## src/rtl/ifu_prefetch.sv

```systemverilog
// Purpose : instruction-fetch prefetch queue between a wait-stated 16-bit instruction memory and decode.
// Latency : mem_ack in cycle N -> instr_valid in N+1 (same cycle with IFU_BYPASS_EN when the queue is empty).
// Backpressure: no request is issued while the queue is full; the core drains it with consume.
//
// Ports:
//   clk, reset              - clock, asynchronous active-high reset
//   redirect, redirect_pc   - flush queue and restart fetch at redirect_pc (bit 0 forced to 0)
//   consume                 - core pops the head entry (ignored when instr_valid=0)
//   instr, instr_pc         - head instruction and its address (combinational from head storage)
//   instr_valid             - head entry valid
//   mem_req, mem_addr       - single outstanding read request to instruction memory
//   mem_ack, mem_rdata      - read completion and data
//
// Build option: define IFU_BYPASS_EN to forward acked data straight to the outputs when the
// queue is empty (zero-latency path from mem_ack/mem_rdata to instr/instr_pc/instr_valid).

module ifu_prefetch #(
   parameter int DEPTH = 4,
   parameter int AW    = 16
) (
   input  logic          clk,
   input  logic          reset,
   input  logic          redirect,
   input  logic [AW-1:0] redirect_pc,
   input  logic          consume,
   output logic [15:0]   instr,
   output logic [AW-1:0] instr_pc,
   output logic          instr_valid,
   output logic          mem_req,
   output logic [AW-1:0] mem_addr,
   input  logic          mem_ack,
   input  logic [15:0]   mem_rdata
);

   localparam int PW = (DEPTH > 1) ? $clog2(DEPTH) : 1;
   localparam int CW = $clog2(DEPTH + 1);
   localparam logic [CW-1:0] DEPTH_C = CW'(DEPTH);

   typedef enum logic [1:0] {
      IDLE  = 2'd0,
      REQ   = 2'd1,
      DRAIN = 2'd2
   } state_t;

   state_t        state;
   state_t        state_nxt;

   logic [AW-1:0] fetch_pc;
   logic [AW-1:0] fetch_pc_nxt;
   logic [AW-1:0] addr_q;
   logic [AW-1:0] addr_nxt;

   logic [AW-1:0] pc_mem  [DEPTH];
   logic [15:0]   ins_mem [DEPTH];
   logic [PW-1:0] rd_ptr;
   logic [PW-1:0] wr_ptr;
   logic [CW-1:0] count;
   logic [CW-1:0] count_nxt;

   logic          ack_ok;
   logic          bypass_hit;
   logic          bypass_take;
   logic          push;
   logic          pop;

   // ------------------------------------------------------------------
   // Datapath control
   // ------------------------------------------------------------------

   // An ack only counts while a live request is outstanding; acks in IDLE
   // are protocol violations and acks in DRAIN belong to an abandoned fetch.
   assign ack_ok = (state == REQ) && mem_ack && !redirect;

`ifdef IFU_BYPASS_EN
   // Empty queue: hand the returning word straight to the core. If the core
   // takes it in the same cycle it never enters the queue.
   assign bypass_hit  = ack_ok && (count == '0);
   assign bypass_take = bypass_hit && consume;
`else
   assign bypass_hit  = 1'b0;
   assign bypass_take = 1'b0;
`endif

   assign push = ack_ok && !bypass_take;
   assign pop  = consume && (count != '0) && !redirect;

   always_comb begin
      count_nxt    = count;
      fetch_pc_nxt = fetch_pc;
      if (redirect) begin
         count_nxt    = '0;
         // Masking instead of slicing keeps every bit of redirect_pc in use.
         fetch_pc_nxt = redirect_pc & ~AW'(1);
      end else begin
         count_nxt = count + CW'(push) - CW'(pop);
         if (ack_ok) begin
            fetch_pc_nxt = fetch_pc + AW'(2);
         end
      end
   end

   // ------------------------------------------------------------------
   // FSM: state register
   // ------------------------------------------------------------------
   always_ff @(posedge clk or posedge reset) begin
      if (reset) begin
         state <= IDLE;
      end else begin
         state <= state_nxt;
      end
   end

   // ------------------------------------------------------------------
   // FSM: next state
   // ------------------------------------------------------------------
   always_comb begin
      state_nxt = state;
      case (state)
         IDLE: begin
            if (!redirect && (count < DEPTH_C)) begin
               state_nxt = REQ;
            end
         end
         REQ: begin
            if (redirect) begin
               // Acked in the redirect cycle: nothing left outstanding.
               state_nxt = mem_ack ? IDLE : DRAIN;
            end else if (mem_ack) begin
               state_nxt = (count_nxt < DEPTH_C) ? REQ : IDLE;
            end
         end
         DRAIN: begin
            if (mem_ack) begin
               state_nxt = IDLE;
            end
         end
         default: state_nxt = IDLE;
      endcase
   end

   // The request address must not move while a discarded fetch is draining,
   // even though fetch_pc already holds the new target.
   assign addr_nxt = (state_nxt == DRAIN) ? addr_q : fetch_pc_nxt;

   // ------------------------------------------------------------------
   // FSM: outputs
   // ------------------------------------------------------------------
   always_comb begin
      mem_req     = (state != IDLE);
      mem_addr    = addr_q;
      instr_valid = (count != '0) || bypass_hit;
      instr       = ins_mem[rd_ptr];
      instr_pc    = pc_mem[rd_ptr];
      if (bypass_hit) begin
         instr    = mem_rdata;
         instr_pc = fetch_pc;
      end
   end

   // ------------------------------------------------------------------
   // Fetch PC, request address, pointers and occupancy
   // ------------------------------------------------------------------
   always_ff @(posedge clk or posedge reset) begin
      if (reset) begin
         fetch_pc <= '0;
         addr_q   <= '0;
         rd_ptr   <= '0;
         wr_ptr   <= '0;
         count    <= '0;
      end else begin
         fetch_pc <= fetch_pc_nxt;
         addr_q   <= addr_nxt;
         count    <= count_nxt;
         if (redirect) begin
            rd_ptr <= '0;
            wr_ptr <= '0;
         end else begin
            if (push) begin
               wr_ptr <= wr_ptr + PW'(1);
            end
            if (pop) begin
               rd_ptr <= rd_ptr + PW'(1);
            end
         end
      end
   end

   // Storage is reset so the stale head reads as zero straight after reset.
   always_ff @(posedge clk or posedge reset) begin
      if (reset) begin
         for (int i = 0; i < DEPTH; i++) begin
            pc_mem[i]  <= '0;
            ins_mem[i] <= '0;
         end
      end else if (push) begin
         pc_mem[wr_ptr]  <= fetch_pc;
         ins_mem[wr_ptr] <= mem_rdata;
      end
   end

endmodule
```

## config.mk

```make
export PLATFORM = sky130hd
export DESIGN_NAME = ifu_prefetch
export DESIGN_NICKNAME = d
export VERILOG_FILES = /design/src/rtl/ifu_prefetch.sv
export SDC_FILE = /design/constraint.sdc
export NUM_CORES = 1
export LEC_CHECK = 0
export BUFFER_PORTS_ARGS = -buffer_cell sky130_fd_sc_hd__buf_2
export CAP_MARGIN = 40
export CORE_UTILIZATION = 41
export CTS_BUF_LIST = sky130_fd_sc_hd__clkbuf_4 sky130_fd_sc_hd__clkbuf_8 sky130_fd_sc_hd__clkbuf_16
export DETAILED_ROUTE_END_ITERATION = 8
export GPL_ROUTABILITY_DRIVEN = 0
export PLACE_DENSITY = 0.59
export SYNTH_ARGS = -nofsm -noshare
export SYNTH_HDL_FRONTEND = slang
export SYNTH_SLANG_ARGS = --single-unit
```

## constraint.sdc

```tcl
create_clock -name clk -period 5.2 [get_ports clk]
set_input_delay 1.04 -clock clk [delete_from_list [all_inputs] [get_ports clk]]
set_output_delay 1.04 -clock clk [all_outputs]
set_load 0.005 [all_outputs]
```

# Word-level counts from Yosys, hierarchy flattened
# Cells that the tools add are included.
totals:
  out_inout_bits: 50
  memories: 0
  mem_bits_rw: 0
  ff_bits: 169
  wordCells: 65
  latch_bits: 0
  rom_bits: 0
classes:
  n_shift: 0
  bitwise_logic: 2
  n_mul: 0
  eq_ne: 3
  mux: 24
  reduce_logical: 12
  n_addsub: 5
  div_mod_pow: 0
  magnitude_cmp: 5
op_table:
  columns: ["cell", "n"]
  rows:
  - ["bitwise mux 64 bit", 2]
  - ["two-way mux 16 bit", 7]
  - ["binary-select mux 16 bit (select 2 bit)", 2]
  - ["demux 16 bit (select 2 bit)", 1]
  - ["two-way mux 2 bit", 9]
  - ["adder 16 x 2 -> 16 bit (second input constant)", 1]
  - ["greater-or-equal comparator 3 bit (second input constant)", 2]
  - ["logical AND 1 bit", 6]
  - ["less-than comparator 3 bit (second input constant)", 2]
  - ["NOT 2 -> 3 bit", 2]
  - ["one-hot mux 2 bit (3 select lines)", 1]
  - ["nonzero test 2 bit", 3]
  - ["adder 2 x 1 -> 2 bit (second input constant)", 2]
  - ["== test 2 bit (second input constant)", 2]
  - ["adder 3 x 1 -> 3 bit", 1]
  - ["less-than comparator 3 x 1 -> 1 bit (second input constant)", 1]
  - ["two-way mux 3 bit", 1]
  - ["nonzero test 3 bit", 1]
  - ["subtractor 3 x 1 -> 3 bit", 1]
  - ["== test 2 x 1 -> 1 bit (second input constant)", 1]
  - ["logical NOT 2 bit", 1]
  - ["logical NOT 1 bit", 1]
  - ["two-way mux 1 bit", 1]

# Longest topological paths before layout
depth:
  depth_word: 12
  depth_mapped: 12

# Worst setup path after synthesis
# Ideal clock, no wire load.
synth_path:
  path_kind: "in2reg"
  startpoint: "in redirect"
  endpoint: "reg state[0]"
  path_stages: 12
  path_slack_ns: 1.988
  arrival_time_ns: 3.130
  required_ns: 5.118
  cell_sequence: "clkbuf_1 -> buf_1 -> clkbuf_1 -> nor2_1 -> ha_1 -> inv_1 -> ha_1 -> inv_1 -> fa_1 -> xnor2_1 -> nor2_1 -> a31oi_1"
synth_via:
  elab_chain_cells: 10
synth_lines:
  columns: ["element", "line_no", "source"]
  rows:
  - ["start: declaration", "23", "input logic redirect,"]
  - ["logical NOT 1 bit", "72, 85", null]
  - ["logical AND 1 bit", "72", "assign ack_ok = (state == REQ) && mem_ack && !redirect;"]
  - ["adder 3 x 1 -> 3 bit", "95", "count_nxt = count + CW'(push) - CW'(pop);"]
  - ["subtractor 3 x 1 -> 3 bit", "95", null]
  - ["two-way mux 3 bit (*)", "90", "if (redirect) begin"]
  - ["via count_nxt[2]", "58", "logic [CW-1:0] count_nxt;"]
  - ["less-than comparator 3 bit (*)", "129", "state_nxt = (count_nxt < DEPTH_C) ? REQ : IDLE;"]
  - ["two-way mux 1 bit (*)", "129", null]
  - ["two-way mux 2 bit (*)", "128", "end else if (mem_ack) begin"]
  - ["two-way mux 2 bit (*)", "125", "if (redirect) begin"]
  - ["one-hot mux 2 bit (3 select lines) (*)", "118", "case (state)"]
  - ["via state_nxt[0]", "46", "state_t state_nxt;"]
  - ["end signal: assignment", "109", "state <= state_nxt;"]
  - ["end: declaration", "45", "state_t state;"]
# Mark *: on every way through the listed nets, which the timed path passes. The rest lies on a longest branch.
# A chain may end at the register's enable or synchronous reset.

# Final worst setup path
layout_path:
  startpoint: "reg rd_ptr[0]"
  endpoint: "out instr_pc[5]"
layout_via:
  elab_chain_cells: 4
layout_lines:
  columns: ["element", "line_no", "source"]
  rows:
  - ["start: declaration", "55", "logic [PW-1:0] rd_ptr;"]
  - ["start signal: assignment", "182", "rd_ptr <= rd_ptr + PW'(1);"]
  - ["NOT 2 -> 3 bit (implied by the code)", "153", "instr_pc = pc_mem[rd_ptr];"]
  - ["binary-select mux 16 bit (select 2 bit)", "153", null]
  - ["two-way mux 16 bit (implied by the code) (2 in series)", "153", null]
  - ["end: declaration", "27", "output logic [AW-1:0] instr_pc,"]
# Every way passes these cells. The select of a mux whose other input is x is not followed.

==> reports/metrics.cfg <==
[routing]
vias_per_cell=5.509
dr.pass1.iters=6
drt_iter0_drc=262
drc=13
post_drt_wl_per_cell_um=19.12
routed_wl_um=16210
postRouteAntennaNets=0
via_count=4672

[final_layout]
drive_above_1_share_pct=47.33
fin_nets=653
areaGrowthSynthToFinish_pct=15.37
antenna_cells=0

[setup_path]
cp.arrival_ns=2.33
slowest_stage=dfrtp_2
path_class=flop to output port
cpLargestDelayFamily=flip-flops
critPathBufInv=2
cp_cell_sequence=buf_4 > mux4_2 > buf_2
cp_slowest_stage_delay_ns=0.71
cp_max_fo=18
end_kind=output port
worst_ep_required_time_ns=4.16
start_kind=flop

[job]
cap_violations=0

[hold_path]
holdCritPathClass=flop to flop

[synthesis]
synthFlopType=dfrtp_1
synth_area_mm2=0.007636
async_flop_share_pct=100.0
synth_xor_area_share_pct=1.376
synthMuxAreaShare_pct=29.72
synth_top_family_by_area=multiplexers
synthCells=533
ys_ff_latch=169
synth-simple-area-share_pct=6.341
synth_cell_types=44
synth_compound_area_share_pct=2.949
ys_seq_area_share_pct=55.38
synthAdderAreaFrac_pct=1.409
synth-edff-count=0
yosysWarnings=0
syn-num-nets=578
avgSynthCellArea_um2=14.33

[floorplan]
io_pins=87
rows=49
start_util_pct=42.22
die_h_um=138.5
core_area_mm2=0.01809
dieArea_mm2=0.01917
die_x_um=138.5

[sta]
rsz0062_at_grt=false
fin_worst_skew_ns=0.009891
slew_headroom_pct=38.55
maxSlewViolCount=0
min_period_over_period_pct=64.83
final-setup-viol-count=0
worst_pin_slew_ns=0.9218
hold_viol=0
fmaxAchievable_mhz=296.6
post-route-min-period_ns=3.371
fin_tns_setup_ns=0

[placed_design]
port_buffers=85
dp_hpwl_um=10270

[grt]
grt_pass1_wl_um=26940
antenna_found_initial=0
grt.overflow.total=0
grt_pass1_vias=5048
grt_max_degree=170
track_usage_pct=18.20

[outcome]
failed_checks=DRC
status=complete, but fails checks

[clock_tree]
cts_resized=0
clock_latency_ns=0.42
clkTransAtPathRegs_ns=0.06
cts_post_setup_buffers_inserted=0
hold_buffers=0
cts.sinks=169
cts_buffer_depth=2
root_buffer=clkbuf_16
h-tree-depth=4
cts_tree=done
cts_buffers=17

[pwr]
ir_drop_mv=0.2484
cellPowerDensity_mw_per_mm2=468.6
cellLeakagePower_uw=0.004123
power_uw=4128

[per-stage QoR]
step	cells	setup slack, ns	cell area, um^2	utilization [%]	hold slack, ns
CTS	848	1.737	8810	48.71	0.4848
global route	848	1.661	8810	48.71	0.5138
detailed placement	818	1.747	8264	45.69	0.4709
global placement	817	1.768	8244	45.58	0.4578
finish	848	1.829	8810	48.71	0.4814
floorplan	533	1.988	7640	-	0.4446
[synth_stat cells, types with 2 or more instances]
cell	count	area [um^2]
ha_1	7	87.58
xor2_1	6	52.55
o21ai_0	14	70.07
buf_1	4	15.01
nor3_1	6	30.03
mux2_2	134	1509
nand2_1	22	82.58
and2_1	2	12.51
buf_2	17	85.08
buf_4	3	22.52
inv_1	11	41.29
nand3_1	9	45.04
nor3b_1	2	15.01
nor2b_1	5	31.28
nor4_1	5	31.28
mux2i_1	4	40.04
clkbuf_1	12	45.04
and4_1	2	17.52
o311ai_0	2	17.52
a211oi_1	6	45.04
xnor2_1	6	52.55
a221o_1	2	20.02
nand3b_1	3	22.52
or3_1	4	25.02
nand4_1	5	31.28
nor2_1	18	67.56
or4_1	3	22.52
mux4_2	32	720.7
a31oi_1	4	25.02
dfrtp_1	169	4229
[final timing paths]
path	from	end	slack, ns	cells past startpoint
max in group asynchronous	reset	rd_ptr[0]	3.60	3
hold / removal	pc_mem[42]	pc_mem[42]	0.48	2
setup reg to reg	state[1]	state[0]	2.74	10
hold reg to reg	pc_mem[42]	pc_mem[42]	0.48	2
min in group asynchronous	reset	ins_mem[20]	0.86	3
setup / recovery	rd_ptr[0]	instr_pc[5]	1.83	3
[cells in the final DEF (no fill, tap or decap), types with 6 or more instances in the layout]
cell type    n
a211oi_1     6
buf_2       85
clkbuf_16   17
dfrtp_1    167
ha_1         7
inv_1       10
mux2_2     134
mux4_2      32
nand2_1     22
nand3_1      9
nor2_1      18
nor3_1       6
o21ai_0     14
xnor2_1      6
xor2_1       6
[routing by layer]
layer,vias up,track usage (%),part of all wire [%]
li1,2109,-,-
met1,2459,24.17,46
met2,87,29.60,49
met3,17,3.776,3.5
met4,0,6.682,1.4
met5,-,0,0
[cell type report]
class	count	area, um^2
timing repair buffer	92	503.0
clock inverter	7	43.79
inverter	12	51.30
tap	229	286.5
sequential	169	4232
clock buffer	23	501.7
multi-input combinational	316	3192
fill	1564	9276
[state kept, by name, indices dropped and copies added (netlist names)]
signal and flops:
count 3, pc_mem 64, fetch_pc 16, rd_ptr 2, mem_addr 16, wr_ptr 2, state 2, ins_mem 64
[worst reg2reg max path, stage by stage (launching register included)]
cell,delay (ns)
dfrtp_1,0.44
and4bb_1,0.52
inv_4,0.11
ha_1,0.30
inv_1,0.06
ha_1,0.13
inv_1,0.04
fa_1,0.37
xnor2_1,0.16
nor2_1,0.07
a31oi_1,0.18
[power by group]
group	internal [uW]	total, uW	switching (uW)
Sequential	1640	1860	224
Combinational	674	1100	427
Clock	672	1170	495
Total	2980	4130	1150
[cell families after synthesis]
kind of cell | after synthesis
AO/OA/AOI/OAI | 34
buffers and inverters | 48
multiplexers | 170
adder cells (fa/ha/maj) | 8
flip-flops | 169
XOR/XNOR | 12
AND/OR/NAND/NOR | 92
Power figures use the tool's default switching activity.
